===== src/rtl/sipo_rx_controller.sv =====
// sipo_rx_controller: frames serial bits after a Start pulse, drives the
// shift strobe, counts bits and hands each completed word to a consumer
// through a valid/ready holding register with sticky overrun reporting.
// Optional feature macro: PARITY_CHECK_EN (adds an even-parity bit per frame
// and the sticky ParityErr output).

module sipo_rx_controller #(
    parameter int WIDTH = 4,
    localparam int CNT_W = $clog2(WIDTH + 1)
) (
    input  logic             Clk,
    input  logic             Resetn,
    input  logic             Start,
    input  logic             BitValid,
    input  logic             ShiftIn,
    output logic             ShiftEn,
    output logic             Busy,
    output logic [CNT_W-1:0] BitCount,
    output logic [WIDTH-1:0] ParallelOut,
    output logic [WIDTH-1:0] DataOut,
    output logic             DataValid,
    input  logic             DataReady,
    output logic             Overrun,
    input  logic             ClearErr
`ifdef PARITY_CHECK_EN
    ,
    output logic             ParityErr
`endif
);

`ifdef PARITY_CHECK_EN
    typedef enum logic [1:0] {
        ST_IDLE,
        ST_SHIFT,
        ST_PARITY
    } state_t;
`else
    typedef enum logic [1:0] {
        ST_IDLE,
        ST_SHIFT
    } state_t;
`endif

    localparam logic [CNT_W-1:0] LAST_CNT = CNT_W'(WIDTH - 1);

    state_t             state;
    state_t             state_next;
    logic [WIDTH-1:0]   sreg;
    logic [CNT_W-1:0]   bit_cnt;
    logic               shift_en;
    logic               last_bit;
    logic               load_req;
    logic [WIDTH-1:0]   load_word;
    logic               word_drop;
    logic [WIDTH-1:0]   data_out;
    logic               data_valid;
    logic               overrun;
`ifdef PARITY_CHECK_EN
    logic               parity_fail;
    logic               parity_err;
`endif

    assign last_bit  = (bit_cnt == LAST_CNT);
    assign word_drop = load_req & data_valid & ~DataReady;

    // State register
    always_ff @(posedge Clk or negedge Resetn) begin
        if (!Resetn) begin
            state <= ST_IDLE;
        end else begin
            state <= state_next;
        end
    end

    // Next-state decode, shift strobe and word hand-off request
    always_comb begin
        state_next = state;
        shift_en   = 1'b0;
        load_req   = 1'b0;
        load_word  = {sreg[WIDTH-2:0], ShiftIn};
`ifdef PARITY_CHECK_EN
        parity_fail = 1'b0;
`endif
        case (state)
            ST_IDLE: begin
                if (Start) begin
                    state_next = ST_SHIFT;
                end
            end
            ST_SHIFT: begin
                if (BitValid) begin
                    shift_en = 1'b1;
                    if (last_bit) begin
`ifdef PARITY_CHECK_EN
                        state_next = ST_PARITY;
`else
                        state_next = ST_IDLE;
                        load_req   = 1'b1;
`endif
                    end
                end
            end
`ifdef PARITY_CHECK_EN
            ST_PARITY: begin
                // The data word is already fully shifted into sreg here.
                load_word = sreg;
                if (BitValid) begin
                    state_next = ST_IDLE;
                    if (ShiftIn == ^sreg) begin
                        load_req = 1'b1;
                    end else begin
                        parity_fail = 1'b1;
                    end
                end
            end
`endif
            default: begin
                state_next = ST_IDLE;
            end
        endcase
    end

    // Shift register: first received bit ends up in the MSB
    always_ff @(posedge Clk or negedge Resetn) begin
        if (!Resetn) begin
            sreg <= '0;
        end else if (shift_en) begin
            sreg <= {sreg[WIDTH-2:0], ShiftIn};
        end
    end

    // Bit counter, wraps to zero on the edge that captures the last data bit
    always_ff @(posedge Clk or negedge Resetn) begin
        if (!Resetn) begin
            bit_cnt <= '0;
        end else if (shift_en) begin
            if (last_bit) begin
                bit_cnt <= '0;
            end else begin
                bit_cnt <= bit_cnt + CNT_W'(1);
            end
        end
    end

    // Holding register: a load wins over a same-edge accept; a load into an
    // unconsumed word is dropped
    always_ff @(posedge Clk or negedge Resetn) begin
        if (!Resetn) begin
            data_out   <= '0;
            data_valid <= 1'b0;
        end else if (load_req && (!data_valid || DataReady)) begin
            data_out   <= load_word;
            data_valid <= 1'b1;
        end else if (data_valid && DataReady) begin
            data_valid <= 1'b0;
        end
    end

    // Sticky overrun flag; a new drop beats a same-cycle clear
    always_ff @(posedge Clk or negedge Resetn) begin
        if (!Resetn) begin
            overrun <= 1'b0;
        end else if (word_drop) begin
            overrun <= 1'b1;
        end else if (ClearErr) begin
            overrun <= 1'b0;
        end
    end

`ifdef PARITY_CHECK_EN
    // Sticky parity error flag; a new mismatch beats a same-cycle clear
    always_ff @(posedge Clk or negedge Resetn) begin
        if (!Resetn) begin
            parity_err <= 1'b0;
        end else if (parity_fail) begin
            parity_err <= 1'b1;
        end else if (ClearErr) begin
            parity_err <= 1'b0;
        end
    end

    assign ParityErr = parity_err;
`endif

    assign ShiftEn     = shift_en;
    assign Busy        = (state != ST_IDLE);
    assign BitCount    = bit_cnt;
    assign ParallelOut = sreg;
    assign DataOut     = data_out;
    assign DataValid   = data_valid;
    assign Overrun     = overrun;

endmodule

===== config.mk =====
export PLATFORM = sky130hd
export DESIGN_NAME = sipo_rx_controller
export DESIGN_NICKNAME = d
export VERILOG_FILES = /design/src/rtl/sipo_rx_controller.sv
export SDC_FILE = /design/constraint.sdc
export NUM_CORES = 1
export LEC_CHECK = 0
export ABC_AREA = 0
export CAP_MARGIN = 10
export CORE_MARGIN = 2
export CORE_UTILIZATION = 43
export CTS_CLUSTER_SIZE = 28
export DETAILED_ROUTE_END_ITERATION = 12
export PLACE_DENSITY = 0.86
export SLEW_MARGIN = 20
export SYNTH_ARGS = -nofsm -noshare
export SYNTH_HDL_FRONTEND = slang
export SYNTH_SLANG_ARGS = --single-unit

===== constraint.sdc =====
create_clock -name Clk -period 2.7 [get_ports Clk]
set_input_delay 0.54 -clock Clk [delete_from_list [all_inputs] [get_ports Clk]]
set_output_delay 0.54 -clock Clk [all_outputs]
set_load 0.02 [all_outputs]

==> results of run 1 <==
## state kept, by name, indices dropped and copies added (netlist names)
name,cells
state,1
Overrun,1
DataValid,1
ParallelOut,4
BitCount,3
DataOut,4
## critical path: stages
cell and delay, ps:
clkdlybuf4s50_1 520, nand2_1 90, inv_1 130, clkdlybuf4s50_1 620
## worst min-delay path by stage
stage                         startpoint             end  slack (ps)  cells past startpoint
after global routing      ParallelOut[3]  ParallelOut[3]         530                      1
after detailed placement      DataOut[3]      DataOut[3]         490                      1
final                     ParallelOut[3]  ParallelOut[3]         510                      1
after floorplan                   Resetn     BitCount[0]         240                      0
after global placement    ParallelOut[3]  ParallelOut[3]         490                      1
after CTS                 ParallelOut[3]  ParallelOut[3]         520                      1
## metal layers
layer | up-vias | routed length, um | track usage (%)
met1 | 179 | 454 | 18.15
met2 | 18 | 537 | 29.84
met3 | 0 | 90 | 5.556
met5 | - | 0 | 0
met4 | 0 | 0 | 7.759
li1 | 180 | - | -
## layout make-up
| class | instances | area, um^2 |
|---|---|---|
| fillers | 92 | 339.1 |
| flip-flops and latches | 14 | 350.3 |
| multi-input cells | 20 | 197.7 |
| clock buffers | 3 | 22.52 |
| repair buffers | 22 | 217.7 |
| well taps | 14 | 17.52 |
| inverters | 3 | 11.26 |
## placed cells by master, fill, tap and decap left out
master	n
clkdlybuf4s50_1	21
dfrtp_1	14
a21oi_1	2
clkbuf_4	3
ha_1	1
nand4b_4	1
o22ai_1	1
mux2_2	9
buf_4	1
nand2b_1	1
a22o_1	1
o21a_1	1
nor2b_4	1
inv_1	3
nand2_1	2
## Yosys cell counts (all sizes together)
cell,instances
nand2,2
ha,1
o22ai,1
a22o,1
nand2b,1
nor2b,1
o21a,1
inv,3
nand4b,1
mux2,9
a21oi,2
dfrtp,14
## cell families (layout without fill, tap and decap cells)
| group | after synthesis | count (layout) | share of synthesized area (%) |
|---|---|---|---|
| compound gates | 5 | 5 | 5.818 |
| fa+ha+maj | 1 | 1 | 2.237 |
| buf+inv | 3 | 28 | 2.013 |
| flops | 14 | 14 | 62.64 |
| mux | 9 | 9 | 18.12 |
| simple gates | 5 | 5 | 9.172 |
## power breakdown
part	leakage [nW]	internal (mW)	switching, mW	total (mW)
sequential	0.170	0.299	0.0664	0.366
clock	0.0138	0.0516	0.0576	0.109
combinational	0.176	0.268	0.224	0.492
total	0.360	0.619	0.348	0.967
## through the flow
| stage | cell area, um^2 | setup slack (ps) | hold WS (ps) | utilization, % |
|---|---|---|---|---|
| 6_report | 817.0 | 252.3 | 514.6 | 70.67 |
| 2_1_floorplan | 559.3 | 1219 | 244.4 | - |
| 4_1_cts | 817.0 | 248.1 | 516.8 | 70.67 |
| 5_1_grt | 817.0 | 195.4 | 532.2 | 70.67 |
| 3_5_place_dp | 794.5 | 263.7 | 494.3 | 68.72 |
| 3_3_place_gp | 794.5 | 259.2 | 489.2 | 68.72 |
==> flow_summary.json, run 1 <==
{
  "r2r_cells": 4,
  "synth-seq-cells": 14,
  "syn_avg_cell_area_um2": 15.12,
  "crit_path_end": "ShiftEn",
  "fin_cells": 76,
  "post-cts-setup-buffers": 0,
  "place_inst": 73,
  "cts.sinks": 14,
  "cts_tree": "built",
  "ant_nets": 0,
  "io_buffers": 21,
  "die_w_um": 40.07,
  "cap_violations": 0,
  "regToRegStartpoint": "BitCount[0]",
  "total_power_mw": 0.9668,
  "max_freq_ghz": 0.4085,
  "end_kind": "output port",
  "gp_congestion": 0.6522,
  "slew_headroom_pct": 58.86,
  "syn_nets": 45,
  "ir_drop_v": 0.0007000,
  "synth.yosys.warnings": 0,
  "rr_endpoint": "DataOut[0]",
  "insertion_delay_ps": 270,
  "vias": 377,
  "dr.pass1.iters": 2,
  "cts_buffers": 3,
  "critPathArrivalTime_ps": 1910,
  "grt_max_degree": 15,
  "gr-total-overflow": 0,
  "hpwl_um": 795.3,
  "drive_gt1_share_pct": 24.19,
  "hp-class": "reg -> reg",
  "start_util_pct": 48.38,
  "path_clk_slew_ps": 70,
  "avgViaCountPerCell": 4.961,
  "grt_pass1_wl_mm": 1.725,
  "r2r_slack_ps": 1240,
  "critPathKind": "in -> out",
  "antenna_found_initial": 0,
  "drv_slew": 0,
  "yosysTopAreaCell": "dfrtp_1",
  "cts-htree-levels": 1,
  "crit_path_start": "BitValid",
  "rsz0062_at_grt": "no",
  "synth_cell_types": 12,
  "power_leakage_nw": 0.3596,
  "ys_seq_area_share_pct": 62.64,
  "fin_worst_skew_ps": 2.642,
  "die_h_um": 40.07,
  "cts_buffer_depth": 2,
  "required_ps": 2160,
  "cts-resized-gates": 0,
  "worstSetupStartpointType": "primary input",
  "cts_root_buf": "clkbuf_4",
  "synthTopCellsByArea": "dfrtp_1, mux2_2, nand4b_4, nor2b_4, ha_1",
  "num_rows": 12,
  "fin_nets": 72,
  "tns_ps": 0,
  "grt_pass1_vias": 392,
  "avgRoutedWirePerCell_um": 14.24,
  "ioPinCount": 22,
  "status": "completed",
  "drc": 0,
  "cts_hold_buf": 0,
  "synth_top_area_share_pct": 62.64,
  "hold_violations": 0,
  "core_area_um2": 1156,
  "setup_viol": 0,
  "worstMarginPinSlew_ps": 615.2,
  "syn_to_final_growth_pct": 46.09,
  "track_usage_pct": 16.96,
  "num_antenna_cells": 0,
  "critical_path.max_fanout": 4,
  "netlist_area_um2": 559.3,
  "drt_wl_total_mm": 1.082,
  "dieArea_um2": 1605,
  "fin_crit_sh_pct": 90.66,
  "drtIter0Drc": 5,
  "period_needed_ps": 2448,
  "power-per-cell-area_nw_per_um2": 1183,
  "synth_cells": 37
}
No activity file was read; power rests on OpenSTA's default activity.
==> run 2, diff against run 1 <==
--- a/config.mk
+++ b/config.mk
@@ -7,11 +7,12 @@
 export LEC_CHECK = 0
 export ABC_AREA = 0
 export CAP_MARGIN = 10
-export CORE_MARGIN = 2
-export CORE_UTILIZATION = 43
+export CORE_AREA = 2 2 39 41
 export CTS_CLUSTER_SIZE = 28
 export DETAILED_ROUTE_END_ITERATION = 12
-export PLACE_DENSITY = 0.86
+export DIE_AREA = 0 0 41 43
+export DONT_BUFFER_PORTS = 1
+export PLACE_DENSITY = 0.63
 export SLEW_MARGIN = 20
 export SYNTH_ARGS = -nofsm -noshare
 export SYNTH_HDL_FRONTEND = slang
==> run 2 against run 1 <==
  * Count of clock-buffer cells in the layout rose by 1
  * Largest cell class unchanged
  * Register-to-register slack got worse by 180 ps
  * Routed wire length fell by 11%
  * First-iteration DRC count fell by 40%
  * Highest routed layer is now met4
  * Clock skew fell by 1.3 ps
  * Combinational power fell by 63%
  * Critical endpoint unchanged
  * Fmax rose by 31%
==> flow_summary.json, run 2 (synthesis results as in run 1) <==
{
  "end_kind": "output port",
  "n_fill_cell": 126,
  "ir_drop_v": 0.0006117,
  "fin_cells": 58,
  "tns_ps": 0,
  "cts-htree-levels": 1,
  "drt_wl_total_um": 964,
  "ant_nets": 0,
  "worstSetupStartpointType": "flip-flop",
  "rsz0062_at_grt": "no",
  "fin_crit_sh_pct": 68.99,
  "cts.sinks": 14,
  "layout_common_cells": "dfrtp_1, mux2_2, inv_1, clkbuf_4",
  "setup_viol": 0,
  "postPlaceCellArea_um2": 579.3,
  "drtIter0Drc": 3,
  "critPathArrivalTime_ps": 1320,
  "path_clk_slew_ps": 80,
  "fin_nets": 51,
  "drc": 0,
  "antenna_found_initial": 0,
  "grt_max_degree": 15,
  "start_util_pct": 40.42,
  "die_w_um": 41,
  "cts_buffers": 3,
  "hpwl_um": 755.5,
  "max_freq_ghz": 0.5368,
  "cts_root_buf": "clkbuf_4",
  "required_ps": 2160,
  "track_usage_pct": 13.51,
  "core_area_um2": 1384,
  "avgViaCountPerCell": 5.172,
  "power_leakage_nw": 0.2856,
  "die_h_um": 43,
  "grt_pass1_vias": 357,
  "insertion_delay_ps": 270,
  "total_power_mw": 0.8165,
  "io_buffers": 0,
  "slew_headroom_pct": 59.44,
  "gp_congestion": 0.6294,
  "cap_violations": 0,
  "grt_pass1_wl_mm": 1.587,
  "hp-class": "in -> reg",
  "layout_commonest_cell": "dfrtp_1",
  "dr.pass1.iters": 3,
  "num_antenna_cells": 0,
  "fin_worst_skew_ps": 1.380,
  "cts_buffer_depth": 2,
  "place_inst": 53,
  "cts_tree": "built",
  "ioPinCount": 22,
  "status": "completed",
  "critical_path.max_fanout": 6,
  "vias": 300,
  "drv_slew": 0,
  "dieArea_um2": 1763,
  "hold_violations": 0,
  "critPathKind": "reg -> out",
  "period_needed_ps": 1863,
  "finalInstanceArea_um2": 625.6,
  "post-cts-setup-buffers": 0,
  "drive_gt1_share_pct": 35.71,
  "syn_to_final_growth_pct": 11.86,
  "cts-resized-gates": 0,
  "num_rows": 14,
  "gr-total-overflow": 0,
  "worstMarginPinSlew_ps": 606.5,
  "power-per-cell-area_nw_per_um2": 1305,
  "avgRoutedWirePerCell_um": 16.62
}
## run 2: cell types whose count changed in the layout (fill, tap and decap cells not counted), sizes merged
cell           before  now
dlygate4sd3         0    1
buf                 1    0
clkdlybuf4s50      21    0
clkbuf              3    4
## run 2: repair_timing
action | in CTS | in global routing
endpoints found under the hold margin | 14 | 0
hold buffers | 1 | 0
endpoints found under the setup margin | 0 | 0
## run 2: path summary, 6_finish.rpt
| kind | from | to | slack, ps | cells after the start |
|---|---|---|---|---|
| max in group asynchronous | Resetn | DataOut[0] | 1590 | 1 |
| max reg2reg | BitCount[1] | DataOut[2] | 1060 | 4 |
| min reg2reg | BitCount[2] | BitCount[2] | 660 | 2 |
| min in group asynchronous | Resetn | DataOut[3] | 720 | 1 |
| min | ClearErr | Overrun | 380 | 1 |
| max | state[0] | ShiftEn | 840 | 2 |
## run 2: metrics by stage
step                      hold slack [ps]  worst slack (ps)  util, %
after detailed placement            244.7              1082    41.86
after CTS                           384.8             819.6    45.21
final                               383.7             837.2    45.21
after floorplan                     244.4              1219        -
after global placement              244.7              1124    41.86
after global routing                359.2             702.4    45.21
## run 2: final cells by class
type | instances | area [um^2] | share of cell area [%]
inverter | 3 | 11.26 | 1.800
multi-input combinational | 20 | 197.7 | 31.60
clock buffer | 4 | 36.28 | 5.800
sequential | 14 | 350.3 | 56.00
timing repair buffer | 1 | 10.01 | 1.600
tap | 16 | 20.02 | 3.200
## run 2: critical path, stage by stage, from the launching register on
cell and delay, ps:
dfrtp_1 540, nand2_1 220, inv_1 290
## run 2: per-layer routing
metal | routed length (um) | share of wire [%] | up-vias | GRT usage, %
li1 | - | - | 139 | -
met1 | 371 | 38 | 144 | 15.75
met2 | 492 | 51 | 15 | 20.63
met3 | 89 | 9.2 | 2 | 7.330
met4 | 10 | 1.0 | 0 | 4.000
met5 | 0 | 0 | - | 0
## run 2: where the power goes
| part | switching, mW | total, mW | internal [mW] | leakage [nW] |
|---|---|---|---|---|
| combinational | 0.0762 | 0.182 | 0.105 | 0.0949 |
| clock | 0.0643 | 0.146 | 0.0818 | 0.0210 |
| sequential | 0.191 | 0.489 | 0.298 | 0.170 |
